==> src/rtl/seg7_scan_driver.sv <==
// Multiplexed common-anode 7-segment driver: shadows a 32-bit word on load and
// scans it out one hex digit at a time with registered active-low outputs.
module seg7_scan_driver #(
   parameter int CLK_DIV = 50000,
   parameter int DIGITS  = 8,
   parameter bit LZS     = 1'b0
) (
   input  logic        clk,
   input  logic        rst,
   input  logic [31:0] data_in,
   input  logic        load,
   input  logic [7:0]  blank_mask,
   input  logic [7:0]  dp_mask,
   output logic [7:0]  an,
   output logic [6:0]  seg,
   output logic        dp,
   output logic [2:0]  digit_idx
);

   localparam int            DW       = $clog2(CLK_DIV);
   localparam logic [DW-1:0] DIV_LAST = DW'(CLK_DIV - 1);
   localparam logic [2:0]    IDX_LAST = 3'(DIGITS - 1);

   logic [31:0]   shadow;
   logic [DW-1:0] div_cnt;
   logic [7:0]    lz_blank;
   logic [3:0]    nib;
   logic [6:0]    seg_nxt;
   logic [7:0]    an_nxt;

   function automatic logic [6:0] hex7(input logic [3:0] v);
      case (v)
         4'h0: hex7 = 7'b1000000;
         4'h1: hex7 = 7'b1111001;
         4'h2: hex7 = 7'b0100100;
         4'h3: hex7 = 7'b0110000;
         4'h4: hex7 = 7'b0011001;
         4'h5: hex7 = 7'b0010010;
         4'h6: hex7 = 7'b0000010;
         4'h7: hex7 = 7'b1111000;
         4'h8: hex7 = 7'b0000000;
         4'h9: hex7 = 7'b0010000;
         4'hA: hex7 = 7'b0001000;
         4'hB: hex7 = 7'b0000011;
         4'hC: hex7 = 7'b1000110;
         4'hD: hex7 = 7'b0100001;
         4'hE: hex7 = 7'b0000110;
         default: hex7 = 7'b0001110;
      endcase
   endfunction

   always_ff @(posedge clk) begin
      if (rst) begin
         shadow <= '0;
      end else if (load) begin
         shadow <= data_in;
      end
   end

   always_ff @(posedge clk) begin
      if (rst) begin
         div_cnt   <= '0;
         digit_idx <= '0;
      end else if (div_cnt == DIV_LAST) begin
         div_cnt   <= '0;
         digit_idx <= (digit_idx == IDX_LAST) ? 3'd0 : digit_idx + 3'd1;
      end else begin
         div_cnt <= div_cnt + DW'(1);
      end
   end

   // Walk from the top digit down so each digit sees "everything at or above me is zero".
   always_comb begin
      logic zero_above;
      lz_blank   = '0;
      zero_above = 1'b1;
      for (int k = 7; k >= 0; k--) begin
         if (k < DIGITS) begin
            zero_above = zero_above & (shadow[4*k +: 4] == 4'h0);
            if (LZS && (k > 0)) begin
               lz_blank[k] = zero_above;
            end
         end
      end
   end

   assign nib     = shadow[{digit_idx, 2'b00} +: 4];
   assign seg_nxt = (blank_mask[digit_idx] | lz_blank[digit_idx]) ? 7'h7F : hex7(nib);
   assign an_nxt  = ~(8'h01 << digit_idx);

   always_ff @(posedge clk) begin
      if (rst) begin
         an  <= 8'hFF;
         seg <= 7'h7F;
         dp  <= 1'b1;
      end else begin
         an  <= an_nxt;
         seg <= seg_nxt;
         dp  <= ~dp_mask[digit_idx];
      end
   end

endmodule

==> config.mk <==
export PLATFORM = sky130hd
export DESIGN_NAME = seg7_scan_driver
export DESIGN_NICKNAME = d
export VERILOG_FILES = /design/src/rtl/seg7_scan_driver.sv
export SDC_FILE = /design/constraint.sdc
export NUM_CORES = 1
export LEC_CHECK = 0
export ABC_AREA = 0
export ABC_CLOCK_PERIOD_IN_PS = 3100
export CORE_UTILIZATION = 50
export DETAILED_ROUTE_END_ITERATION = 8
export GPL_ROUTABILITY_DRIVEN = 0
export GPL_TIMING_DRIVEN = 0
export MAX_ROUTING_LAYER = met4
export PLACE_DENSITY = 0.8
export SYNTH_ARGS = -nofsm -noshare
export SYNTH_HDL_FRONTEND = slang
export SYNTH_SLANG_ARGS = --single-unit
export TNS_END_PERCENT = 50
==> constraint.sdc <==
create_clock -name clk -period 3.1 [get_ports clk]
set_input_delay 0.465 -clock clk [delete_from_list [all_inputs] [get_ports clk]]
set_output_delay 0.465 -clock clk [all_outputs]
set_load 0.1 [all_outputs]
# [After elaboration in Yosys (flattened, before gate mapping)]
# Memory sizes are Yosys's and may differ from the RTL's. A register that Yosys moved wholly into a read port is not among the register bits.
# Cells that the tools add are included.
[word_totals] memories=2 ramBits=0 in_bits=51 latchBits=0 rom_bits=120 output_inout_bits=19 elab_cells=27 regBits=60
[mem_list] name="(no name shown)" words=16 word_bits=7 read_ports=1 rd_ports_with_merged_regs=1 write_ports=0 line="32" source="case (v)"
[mem_list] name="(no name shown)" words=8 word_bits=1 read_ports=1 rd_ports_with_merged_regs=1 write_ports=0 line="88" source="assign seg_nxt = (blank_mask[digit_idx] | lz_blank[digit_idx]) ? 7'h7F : hex7(nib);"
[classes] multipliers=0 n_eq_ne=2 n_reduce_logical=2 n_addsub=2 bitwise_logic=3 shift=2 div=0 order_cmp=1 muxes=8
[op_table] cell="$shiftx 32x6->4" n=1
[op_table] cell="$add 16x1->16 const B" n=1
[op_table] cell="$eq 16x16->1 const B" n=1
[op_table] cell="$mux 3" n=3
[op_table] cell="$not 8->8" n=1
[op_table] cell="$shl 1x3->8 const A" n=1
[op_table] cell="$bmux 1 s3" n=2
[op_table] cell="$lt 3x4->1 const B" n=1
[op_table] cell="$reduce_or 2->1" n=2
[op_table] cell="$add 3x1->3 const B" n=1
[op_table] cell="$eq 3x3->1 const B" n=1
[op_table] cell="$mux 1" n=3
[op_table] cell="$not 1->1" n=1
[op_table] cell="$or 1x1->1" n=1

# [Logic depth before layout (Yosys ltp)]
[depth] depth_word=4 ltp_mapped=11 depth_no_buf=9

# [Worst setup path before layout]
# No wires, ideal clock.
[synth_timing] path_kind="register to register" startpoint="register digit_idx[1]" endpoint="register seg[5]" setup_slack_ps=95 path_buffers=2 t_arrival_ps=2861 path_stages_with_launch=12 required_ps=2956 synth_period_minus_slack_ps=3005 setup_time_ps=144 path_cell_list="dfxtp_1 > buf_2 > buf_2 > mux4_2 > nand2_1 > and2_1 > inv_1 > ha_1 > inv_1 > nor2_1 > a21oi_1 > o221ai_1"
[synth_via] elab_chain_cells=4 word_cells_on_any_way=5 classes_between="shift: 1; mux: 2; bitwise: 1; reduce/logical: 1"
[synth_rtl] item="start: declaration" line="17" source="output logic [2:0] digit_idx"
[synth_rtl] item="start signal: assignment" line="66" source="digit_idx <= (digit_idx == IDX_LAST) ? 3'd0 : digit_idx + 3'd1;"
[synth_rtl] item="$bmux 1 s3" line="88"
[synth_rtl] item="$mux 1 (not written as such)" line="88"
[synth_rtl] item="$or 1x1->1" line="88"
[synth_rtl] item="$reduce_or 2->1 (no source line)"
[synth_rtl] item="end: declaration" line="15" source="output logic [6:0] seg,"
# Several ways; a longest one is shown, not always the timed one. The select of a mux whose other input is x is not followed.
# A chain may end at the register's enable or synchronous reset.

# [Final worst setup path]
# Same ends and word-level chain as after synthesis.

==> results.rst <==
.. list-table::
   :header-rows: 1

   * - Metric
     - Value
   * - Clock network latency to the later pin of the worst-skew pair
     - 0.35 ns
   * - Die footprint
     - 6380 um2
   * - Ys async rst share
     - 0%
   * - Mapped Area
     - 3030 um2
   * - Setup violations, final
     - 0
   * - Number of antenna-violating nets in the routed design
     - 0
   * - Length in cells of the worst reg-to-reg path
     - 11
   * - Final nets
     - 441
   * - Tightest slew margin relative to the limit
     - 34.1%
   * - Final instance area
     - 3990 um2
   * - Number of setup buffers added after CTS
     - 0
   * - Syn Area/Cell
     - 10.1 um2
   * - Crit path max fanout
     - 10
   * - Worst endpoint required time
     - 3.31 ns
   * - Port bufs
     - 67
   * - Number of vias per cell after detailed routing
     - 5.24
   * - Min Tclk post-route
     - 2.68 ns
   * - Cts repair resizes
     - 0
   * - Yosys warning count
     - 0
   * - Clk slew on worst S/H paths
     - 0.07 ns
   * - Met1 wire length
     - 2980 um
   * - Synth Instances
     - 299
   * - Detailed Route Iter0 Violations
     - 103
   * - Wire length of the first global-routing pass
     - 10700 um
   * - Tightest Pin Transition
     - 0.985 ns
   * - Dominant synthesized flop cell
     - sky130_fd_sc_hd__dfxtp_1
   * - Aggregate global routing overflow
     - 0
   * - Cell Rows
     - 27
   * - Maximum Capacitance Violations
     - 0
   * - Leakage power
     - 1.62 nW
   * - Detailed placement HPWL
     - 4880 um
   * - Total clock sinks
     - 67
   * - Number of iterations in the first detailed-routing pass
     - 4
   * - Aggregate negative setup slack
     - 0 ns
   * - Proportion of netlist area held by the largest area contributor
     - 44.2%
   * - Initial core utilization
     - 53.4%
   * - Worst setup slack for register-to-register paths
     - 0.42 ns
   * - Number of synthesized flops with an enable pin
     - 0
   * - Multiplexer fraction of the synthesized cell area
     - 21.7%
   * - Number of antenna violations at the first check in global routing
     - 0
   * - IO Pins
     - 70
   * - Die Width
     - 79.9 um
   * - Pin count of the biggest net entering global routing
     - 14
   * - Peak supply drop
     - 0.000362 V
   * - Hold bufs inserted after CTS
     - 0
   * - Post-synthesis share of cell area spent on full adders, half adders and majority gates
     - 5.37%
   * - Growth of design area from synthesis to finish
     - 31.7%
   * - Fillers
     - 445
   * - Compound-Gate Fraction of Synth Area
     - 4.95%
   * - Outcome
     - finished, final reports clean
   * - Combinational family with the most area after synthesis
     - multiplexers
   * - Fraction of layout instances using a drive strength above 1
     - 11.3%
   * - Worst hold path class
     - reg -> reg
   * - Main area contributors after synthesis
     - sky130_fd_sc_hd__dfxtp_1, sky130_fd_sc_hd__mux2i_1, sky130_fd_sc_hd__mux4_2
   * - Unrepaired setup endpoints after global routing
     - false
   * - Fin cells
     - 454
   * - Post-synthesis share of cell area spent on and, or, nand and nor gates
     - 15.7%
   * - Residual DRC
     - 0
   * - Hold Startpoint
     - div_cnt[0]
   * - Terminating pin of the worst hold path
     - div_cnt[0]
   * - Critical-path top delay cell
     - sky130_fd_sc_hd__mux4_2
   * - Cell type contributing the most total cell area after synthesis
     - sky130_fd_sc_hd__dfxtp_1
   * - Total met3 wirelength after detailed routing
     - 414 um
   * - Category of the worst setup path launch point
     - register
   * - Post-synthesis share of cell area spent on xor and xnor gates
     - 4.04%
   * - CP Cell Sequence
     - buf_2 -> buf_2 -> mux4_2 -> nand2_1 -> and2_1 -> inv_1 -> ha_1 -> inv_1 -> nor2_1 -> a21oi_1 -> o221ai_1
   * - Via count of the first global-routing pass
     - 2271
   * - Number of distinct library cells after synthesis
     - 42
   * - H-tree levels
     - 3
   * - Synthesis-stage register bit count
     - 67
   * - Buffer depth of the longest clock path
     - 2
   * - Critical path class
     - reg -> reg
   * - Highest metal layer used by the detailed router
     - met4
   * - TritonCTS clock tree
     - built
   * - Met2 layer wire length in the routed design
     - 3100 um
   * - Achievable Freq
     - 373 MHz
   * - Highest cell delay on the worst timing path
     - 0.55 ns
   * - Post-placement cell count
     - 438
   * - Buffer type at the clock tree root
     - sky130_fd_sc_hd__clkbuf_8
   * - Drt total wl
     - 6560 um
   * - Post-Route Skew
     - 0.0102 ns
   * - Number of stages on the worst hold path
     - 1
   * - Leading cell types in the layout, fill and taps excluded
     - sky130_fd_sc_hd__dfxtp_1, sky130_fd_sc_hd__clkdlybuf4s50_1, sky130_fd_sc_hd__nor2_1, sky130_fd_sc_hd__mux2i_1, sky130_fd_sc_hd__nand2_1
   * - Synthesized net count
     - 363
   * - Placed cell area
     - 3790 um2
   * - Number of diodes added for antenna fixing
     - 0
   * - Die outline height
     - 79.9 um
   * - Proportion of synthesized chip area in sequential cells
     - 44.2%
   * - Max-slew violation total from the final report
     - 0
   * - Sort of element at the end of the critical path
     - register
   * - GRT Resource Usage Total
     - 23.1%
   * - Worst flop-to-flop path endpoint
     - seg[5]
   * - Routed wire length per instance
     - 14.5 um
   * - TritonCTS buffer count
     - 9
   * - CP Data Arrival Time
     - 2.88 ns
   * - Core area
     - 5680 um2
   * - Tcrit/Tclk final
     - 86.4%
   * - Count of vias placed by the detailed router
     - 2378
   * - Power density normalized to cell area
     - 475 nW/um2
   * - Worst reg2reg startpoint
     - digit_idx[1]
   * - Final Hold Fails
     - 0
cell type report:
class	count	area [um2]	share of cell area, %
Buffer	17	88.8	2.23
Clock buffer	9	124	3.10
Clock inverter	7	76.3	1.91
Inverter	8	30.0	0.752
Multi-Input combinational cell	207	1570	39.4
Sequential cell	67	1340	33.6
Tap cell	72	90.1	2.26
Timing Repair Buffer	67	671	16.8
critical path: cells and delay by family, from the launching register on:
family	cells	cell delay [ns]
flops	1	0.39
buf+inv	4	0.74
mux	1	0.55
simple gates	3	0.38
compound gates	2	0.25
fa+ha+maj	1	0.22
power by group:
| group | leakage, nW | switching, mW | internal (mW) |
|---|---|---|---|
| combinational | 0.970 | 0.137 | 0.123 |
| sequential | 0.550 | 0.0167 | 0.896 |
| clock | 0.0958 | 0.349 | 0.375 |
| total | 1.62 | 0.503 | 1.39 |
kinds of logic after synthesis:
| logic type | count (synthesis) |
|---|---|
| flip-flops | 67 |
| XOR/XNOR | 14 |
| multiplexers | 52 |
| AO/OA/AOI/OAI | 20 |
| buffers and inverters | 25 |
| adder cells (fa/ha/maj) | 13 |
| AND/OR/NAND/NOR | 108 |
worst max-delay path by stage:
stage	slack (ns)	cells past startpoint	end	start
floorplan	0.09	11	seg[5]	digit_idx[1]
finish	0.42	11	seg[5]	digit_idx[1]
detailed placement	0.49	11	seg[5]	digit_idx[1]
global route	0.24	9	seg[4]	digit_idx[1]
global placement	0.52	11	seg[6]	digit_idx[1]
CTS	0.43	11	seg[5]	digit_idx[1]
metrics by stage:
stage	setup slack, ns	hold WS (ns)	total power, mW	util (%)
floorplan	0.0947	0.430	1.09	-
global placement	0.519	0.442	1.18	66.8
detailed placement	0.486	0.447	1.19	66.8
CTS	0.434	0.465	1.91	70.3
global route	0.241	0.498	1.97	70.3
finish	0.422	0.460	1.90	70.3
layer usage:
layer / track usage, % / vias up
met4: 6.79 / 0
li1: - / 1184
met3: 7.09 / 5
met2: 37.0 / 84
met1: 27.9 / 1105
met5: - / -
state kept, by name (all words and copies together) (netlist names):
| signal | cells |
|---|---|
| div_cnt | 16 |
| digit_idx | 3 |
| seg | 7 |
| dp | 1 |
| an | 8 |
| shadow | 32 |
cell usage after synthesis, types with 2 or more instances:
cell type	number
sky130_fd_sc_hd__dfxtp_1	67
sky130_fd_sc_hd__nor2_1	59
sky130_fd_sc_hd__mux2i_1	36
sky130_fd_sc_hd__nand2_1	17
sky130_fd_sc_hd__ha_1	13
sky130_fd_sc_hd__mux4_2	10
sky130_fd_sc_hd__nand3_1	8
sky130_fd_sc_hd__clkbuf_1	7
sky130_fd_sc_hd__xnor2_1	7
sky130_fd_sc_hd__xor2_1	7
sky130_fd_sc_hd__inv_1	6
sky130_fd_sc_hd__nor3_1	6
sky130_fd_sc_hd__a21oi_1	5
sky130_fd_sc_hd__buf_2	5
sky130_fd_sc_hd__mux2_2	4
sky130_fd_sc_hd__nand2b_1	4
sky130_fd_sc_hd__and3_1	3
sky130_fd_sc_hd__buf_1	3
sky130_fd_sc_hd__nand4_1	3
sky130_fd_sc_hd__o21ai_0	3
sky130_fd_sc_hd__o221ai_1	3
sky130_fd_sc_hd__inv_2	2
sky130_fd_sc_hd__or3_1	2
No activity file was read; power rests on OpenSTA's default activity.
